File: src/rtl/jtdd2_snd_pkg.sv
// Shared definitions for the Double Dragon 2 sound command path.
// Provides the transmitter FSM state type and the default pulse and
// acknowledge-timeout lengths.
package jtdd2_snd_pkg;

  typedef enum logic [1:0] {
    ST_IDLE = 2'd0,
    ST_LOAD = 2'd1,
    ST_IRQ  = 2'd2,
    ST_WAIT = 2'd3
  } snd_state_t;

  localparam int unsigned DEF_IRQ_LEN = 8;
  localparam int unsigned DEF_TIMEOUT = 4096;

endpackage

File: src/rtl/jtdd2_snd_fifo.sv
// Synchronous FIFO for sound command bytes.
// Ports:
//   clk, rst_n     clock, asynchronous active-low reset
//   push, din      write strobe and data
//   pop            read strobe (head advances)
//   dout           current head entry
//   full, empty    occupancy flags
//   count          number of stored entries (AW+1 bits)
//   drop           a push was refused this cycle (full, no pop)
// A push while full is accepted when a pop happens in the same cycle.
module jtdd2_snd_fifo #(
  parameter int unsigned W  = 8,
  parameter int unsigned AW = 2
) (
  input  logic          clk,
  input  logic          rst_n,
  input  logic          push,
  input  logic          pop,
  input  logic [W-1:0]  din,
  output logic [W-1:0]  dout,
  output logic          full,
  output logic          empty,
  output logic [AW:0]   count,
  output logic          drop
);

  localparam int unsigned DEPTH = 2**AW;

  logic [W-1:0]  mem [DEPTH];
  logic [AW-1:0] wp;
  logic [AW-1:0] rp;
  logic          push_ok;
  logic          pop_ok;

  assign full    = (count == (AW+1)'(DEPTH));
  assign empty   = (count == '0);
  assign pop_ok  = pop & ~empty;
  assign push_ok = push & (~full | pop_ok);
  assign drop    = push & ~push_ok;
  assign dout    = mem[rp];

  always_ff @(posedge clk) begin
    if (push_ok) mem[wp] <= din;
  end

  always_ff @(posedge clk or negedge rst_n) begin
    if (!rst_n) begin
      wp    <= '0;
      rp    <= '0;
      count <= '0;
    end else begin
      if (push_ok) wp <= wp + 1'b1;
      if (pop_ok)  rp <= rp + 1'b1;
      case ({push_ok, pop_ok})
        2'b10:   count <= count + 1'b1;
        2'b01:   count <= count - 1'b1;
        default: count <= count;
      endcase
    end
  end

endmodule

File: src/rtl/jtdd2_snd_cmd.sv
// Main-CPU side sound command transmitter.
// Buffers command bytes and presents them one at a time on snd_latch with
// an snd_irq pulse, waiting for the sound CPU to read the latch (snd_ack
// rising edge) or for a timeout before sending the next one. Also owns the
// sound CPU reset line snd_rstb.
// Ports:
//   clk, rst_n            clock, asynchronous active-low reset
//   cmd_we, cmd_din       push a command byte
//   ctl_we, ctl_din       write snd_rstb
//   snd_ack               sound CPU latch read select (level)
//   snd_latch, snd_irq    command byte and interrupt to the sound CPU
//   snd_rstb              sound CPU reset, active-low
//   full, busy            FIFO full; work pending or in flight
//   ovf, lost             sticky: push dropped; command timed out
module jtdd2_snd_cmd
  import jtdd2_snd_pkg::*;
#(
  parameter int unsigned FIFO_AW = 2,
  parameter int unsigned IRQ_LEN = DEF_IRQ_LEN,
  parameter int unsigned TIMEOUT = DEF_TIMEOUT
) (
  input  logic       clk,
  input  logic       rst_n,
  input  logic       cmd_we,
  input  logic [7:0] cmd_din,
  input  logic       ctl_we,
  input  logic       ctl_din,
  input  logic       snd_ack,
  output logic [7:0] snd_latch,
  output logic       snd_irq,
  output logic       snd_rstb,
  output logic       full,
  output logic       busy,
  output logic       ovf,
  output logic       lost
);

  localparam int unsigned IRQ_CW = (IRQ_LEN > 1) ? $clog2(IRQ_LEN) : 1;
  localparam int unsigned TO_CW  = $clog2(TIMEOUT);
  localparam logic [IRQ_CW-1:0] IRQ_LOAD = IRQ_CW'(IRQ_LEN - 1);
  localparam logic [TO_CW-1:0]  TO_LAST  = TO_CW'(TIMEOUT - 1);

  snd_state_t        state, state_nxt;
  logic              ack_q, ack_rise, ack_seen;
  logic [IRQ_CW-1:0] irq_cnt;
  logic [TO_CW-1:0]  to_cnt;
  logic              hold, pop, timeout, push_ok;
  logic [7:0]        fifo_head;
  logic              fifo_empty, fifo_drop;
  logic [FIFO_AW:0]  fifo_cnt, cnt_nxt;

  jtdd2_snd_fifo #(
    .W  (8),
    .AW (FIFO_AW)
  ) u_fifo (
    .clk   (clk),
    .rst_n (rst_n),
    .push  (cmd_we),
    .pop   (pop),
    .din   (cmd_din),
    .dout  (fifo_head),
    .full  (full),
    .empty (fifo_empty),
    .count (fifo_cnt),
    .drop  (fifo_drop)
  );

  assign ack_rise = snd_ack & ~ack_q;
  // A ctl write clearing snd_rstb acts in the same cycle it is written.
  assign hold     = ~snd_rstb | (ctl_we & ~ctl_din);
  assign push_ok  = cmd_we & (~full | pop);
  assign cnt_nxt  = fifo_cnt + (FIFO_AW+1)'(push_ok) - (FIFO_AW+1)'(pop);

  always_ff @(posedge clk or negedge rst_n) begin
    if (!rst_n) state <= ST_IDLE;
    else        state <= state_nxt;
  end

  always_comb begin
    state_nxt = state;
    if (hold) begin
      state_nxt = ST_IDLE;
    end else begin
      case (state)
        ST_IDLE: if (!fifo_empty) state_nxt = ST_LOAD;
        ST_LOAD: state_nxt = ST_IRQ;
        ST_IRQ:  if (irq_cnt == '0)
                   state_nxt = (ack_seen | ack_rise) ? ST_IDLE : ST_WAIT;
        ST_WAIT: if (ack_rise || to_cnt == TO_LAST) state_nxt = ST_IDLE;
        default: state_nxt = ST_IDLE;
      endcase
    end
  end

  always_comb begin
    pop     = (state == ST_LOAD) & ~hold;
    timeout = (state == ST_WAIT) & ~hold & ~ack_rise & (to_cnt == TO_LAST);
  end

  always_ff @(posedge clk or negedge rst_n) begin
    if (!rst_n) begin
      ack_q     <= 1'b0;
      ack_seen  <= 1'b0;
      snd_rstb  <= 1'b0;
      snd_latch <= '0;
      snd_irq   <= 1'b0;
      irq_cnt   <= '0;
      to_cnt    <= '0;
      ovf       <= 1'b0;
      lost      <= 1'b0;
      busy      <= 1'b0;
    end else begin
      ack_q <= snd_ack;
      if (ctl_we) snd_rstb <= ctl_din;
      ovf  <= ovf | fifo_drop;
      lost <= lost | timeout;
      // Built from next-cycle values so busy matches the registered state.
      busy <= (cnt_nxt != '0) | (state_nxt != ST_IDLE);

      if (state_nxt == ST_IDLE)            ack_seen <= 1'b0;
      else if (state == ST_IRQ && ack_rise) ack_seen <= 1'b1;

      if (hold) begin
        snd_irq <= 1'b0;
        irq_cnt <= '0;
        to_cnt  <= '0;
      end else begin
        case (state)
          ST_LOAD: begin
            snd_latch <= fifo_head;
            snd_irq   <= 1'b1;
            irq_cnt   <= IRQ_LOAD;
            to_cnt    <= '0;
          end
          ST_IRQ: begin
            if (irq_cnt == '0) snd_irq <= 1'b0;
            else               irq_cnt <= irq_cnt - 1'b1;
          end
          ST_WAIT: to_cnt <= (state_nxt == ST_WAIT) ? to_cnt + 1'b1 : '0;
          default: to_cnt <= '0;
        endcase
      end
    end
  end

endmodule

File: config.mk
export PLATFORM = sky130hd
export DESIGN_NAME = jtdd2_snd_cmd
export DESIGN_NICKNAME = d
export VERILOG_FILES = /design/src/rtl/jtdd2_snd_pkg.sv /design/src/rtl/jtdd2_snd_fifo.sv /design/src/rtl/jtdd2_snd_cmd.sv
export SDC_FILE = /design/constraint.sdc
export NUM_CORES = 1
export LEC_CHECK = 0
export BUFFER_PORTS_ARGS = -buffer_cell sky130_fd_sc_hd__buf_2
export CORE_MARGIN = 4
export CORE_UTILIZATION = 53
export DETAILED_ROUTE_END_ITERATION = 16
export PLACE_DENSITY = 0.76
export SETUP_SLACK_MARGIN = 0.15
export SLEW_MARGIN = 25
export SYNTH_ARGS = -nofsm -noshare
export SYNTH_HDL_FRONTEND = slang
export SYNTH_HIERARCHICAL = 1
export SYNTH_SLANG_ARGS = --single-unit
File: constraint.sdc
create_clock -name clk -period 2.5 [get_ports clk]
set_clock_uncertainty 0.1 [all_clocks]
set_input_delay 0.5 -clock clk [delete_from_list [all_inputs] [get_ports clk]]
set_output_delay 0.5 -clock clk [all_outputs]
set_load 0.01 [all_outputs]
==> results.toml <==
[status]
status = "complete, no violations"

[placed_design]
dpl.cell_count = 362
portBuffers = 27
dpl.hpwl_um = 4184
place_congestion = 0.8693

[finish]
antennaDiodeCount = 0
final_util = 0.6607
final_nets = 328
stdcell_count = 382
area_delta_synth_final_pct = 19.67
drive_gt1_frac = 0.3518

[timing]
fmax_mhz = 418.8
setup_viol = 0
rsz0062_at_grt = "true"
worst_slew_pin_slew_ns = 0.5745
finalHoldViolCount = 0
relSlewSlack = 0.6170
post-route-period-util = 0.9551
setup_tns_ns = 0
slew_viol_final = 0
timing.hold.ws_ns = 0.1811
min_period_ns = 2.388

[cts]
cts_tree = "done"
cts_root_buf = "clkbuf_8"
clk_pin_slew_ns = 0.08
numCtsBuffers = 9
max-clock-path-buffers = 2
cts.sinks = 71
htree_levels = 3
insertion_delay_ns = 0.34

[route]
postRouteAntennaNets = 0
vias = 2161
drc = 0
vias_per_cell = 5.657
wl_um = 6013
dr.pass1.iters = 4
avgRoutedWirePerCell_um = 15.74
drtIter0Drc = 57

[synthesis]
yosysMostFrequentCell = "dfrtp_1"
yosysUniqueCellTypes = 53
synthArstFlopShare = 0.5493
synthTopCellsByArea = "dfrtp_1 (30%), edfxtp_1 (29%), mux4_2 (5.5%)"
ys_ff_latch = 71
ys_seq_area_frac = 0.5890
synth_common_cells = "dfrtp_1 (39), edfxtp_1 (32), inv_1 (16)"
synth_edf_count = 32
synthesis.nets = 278
yosys_warnings = 6
yosysTopAreaCellShare = 0.2968
netlist_instances = 252
synth.cell_area_um2 = 3288
synthFlopType = "dfrtp_1"
synth_top_area_cell = "dfrtp_1"
synth.avg_cell_area_um2 = 13.05

[hold_path]
hp-start = "snd_ack"
holdCritPathClass = "in -> reg"

[power_and_ir_drop]
p_total_w = 0.003863
ir_drop_v = 0.0006225
p_leak_nw = 1.574
power_density_nw_per_um2 = 981.8

[setup_path]
path_class = "in -> reg"
worstPathArrival_ns = 2.50
crit_start = "ctl_we"
start_kind = "primary input"
crit_fanout = 2
cp-end-kind = "register"
critPathRequiredTime_ns = 2.62
r2r_start = "snd_rstb"

[die]
io_pins = 28
start_util = 0.5521
die_h_um = 86.77
die_w_um = 86.77
core.rowCount = 28
die_area_um2 = 7528
core_area_um2 = 5956

[grt]
grt_pass1_vias = 2228
grt_max_degree = 22
antenna_found_initial = 0
groute.usage.overall = 0.1847
grt_pass1_wl_um = 10450
grt_overflow_total = 0

[run]
cap_violations = 0
-- sequential cells by signal, summed over array words and instances (netlist names) --
name          count
ack_q             1
ack_seen          1
busy              1
irq_cnt           3
lost              1
ovf               1
snd_irq           1
snd_latch         8
snd_rstb          1
state             2
to_cnt           12
u_fifo/count      3
u_fifo/mem       32
u_fifo/rp         2
u_fifo/wp         2
-- per-stage QoR --
step           instance area, µm²  worst slack, ns
2_1_floorplan                3343         -0.08691
3_3_place_gp                 3681          -0.2454
3_5_place_dp                 3681          -0.3017
4_1_cts                      3906           0.1107
5_1_grt                      3935          0.04841
6_report                     3935           0.1123
-- final cells by class --
type	instances	area [µm²]
Clock buffer	9	123.9
Sequential cell	71	1937
Tap cell	75	93.84
Inverter	17	81.33
Multi-Input combinational cell	157	1320
Fill cell	433	2021
Timing Repair Buffer	46	307.8
Clock inverter	7	71.32
-- cell families after synthesis --
group	after synthesis	synth area share
buffers and inverters	24	0.02816
multiplexers	19	0.09323
flip-flops	71	0.5890
AO/OA/AOI/OAI	47	0.08752
adder cells (fa/ha/maj)	12	0.05023
XOR/XNOR	8	0.02131
AND/OR/NAND/NOR	71	0.1305
-- worst max-delay path, stage by stage --
cell and delay (ns):
buf_4 0.13, inv_12 0.03, o21a_4 0.23, nand2_8 0.07
inv_6 0.03, ha_1 0.27, inv_1 0.05, ha_2 0.18
fa_2 0.35, xnor2_2 0.14, xnor2_1 0.12, or4_1 0.39
-- final timing paths --
kind / endpoint / slack [ns] / depth (start not counted)
setup / recovery: busy / 0.11 / 12
hold / removal: ack_q / 0.18 / 1
setup reg to reg: busy / 0.12 / 10
hold reg to reg: ovf / 0.37 / 1
max in group asynchronous: snd_latch[7] / 1.28 / 3
min in group asynchronous: irq_cnt[1] / 0.54 / 2
-- metal layers --
| layer | share of wire | global-route usage | vias up |
|---|---|---|---|
| li1 | - | - | 1025 |
| met1 | 0.43 | 0.2264 | 1075 |
| met2 | 0.51 | 0.3032 | 56 |
| met3 | 0.054 | 0.07319 | 5 |
| met4 | 0.0095 | 0.05382 | 0 |
| met5 | 0 | 0 | - |
-- timing repair --
action | CTS | global route
endpoints found under the hold margin | 6 | 0
hold buffers | 1 | 0
gates cloned | 0 | 0
pin swaps | 3 | 7
buffers inserted | 1 | 2
gates resized for setup | 5 | 4
setup endpoints to repair | 2 | 2
-- cells in the final DEF, fill, tap and decap left out, drive strengths merged, types with 3 or more instances in the layout --
cell    Yosys  final
dfrtp      39     39
nand2      12     12
ha         10     10
mux2       10     10
nand3       7      7
or3         3      3
a21oi      15     15
nor2b       3      3
inv        17     19
mux4        8      8
edfxtp     32     32
nand3b      4      4
xnor2       5      5
buf         3     45
nor3        9      9
nor2       11     11
xor2        3      3
clkbuf      4      9
nand2b      3      3
and2        5      5
o21ai      16     16
-- where the power goes --
part / switching, W / leakage [nW] / internal [W]
clock network: 0.000431 / 0.0937 / 0.000462
registers: 0.000233 / 0.789 / 0.00150
logic: 0.000594 / 0.691 / 0.000641
(Power assumes the default switching activity.)
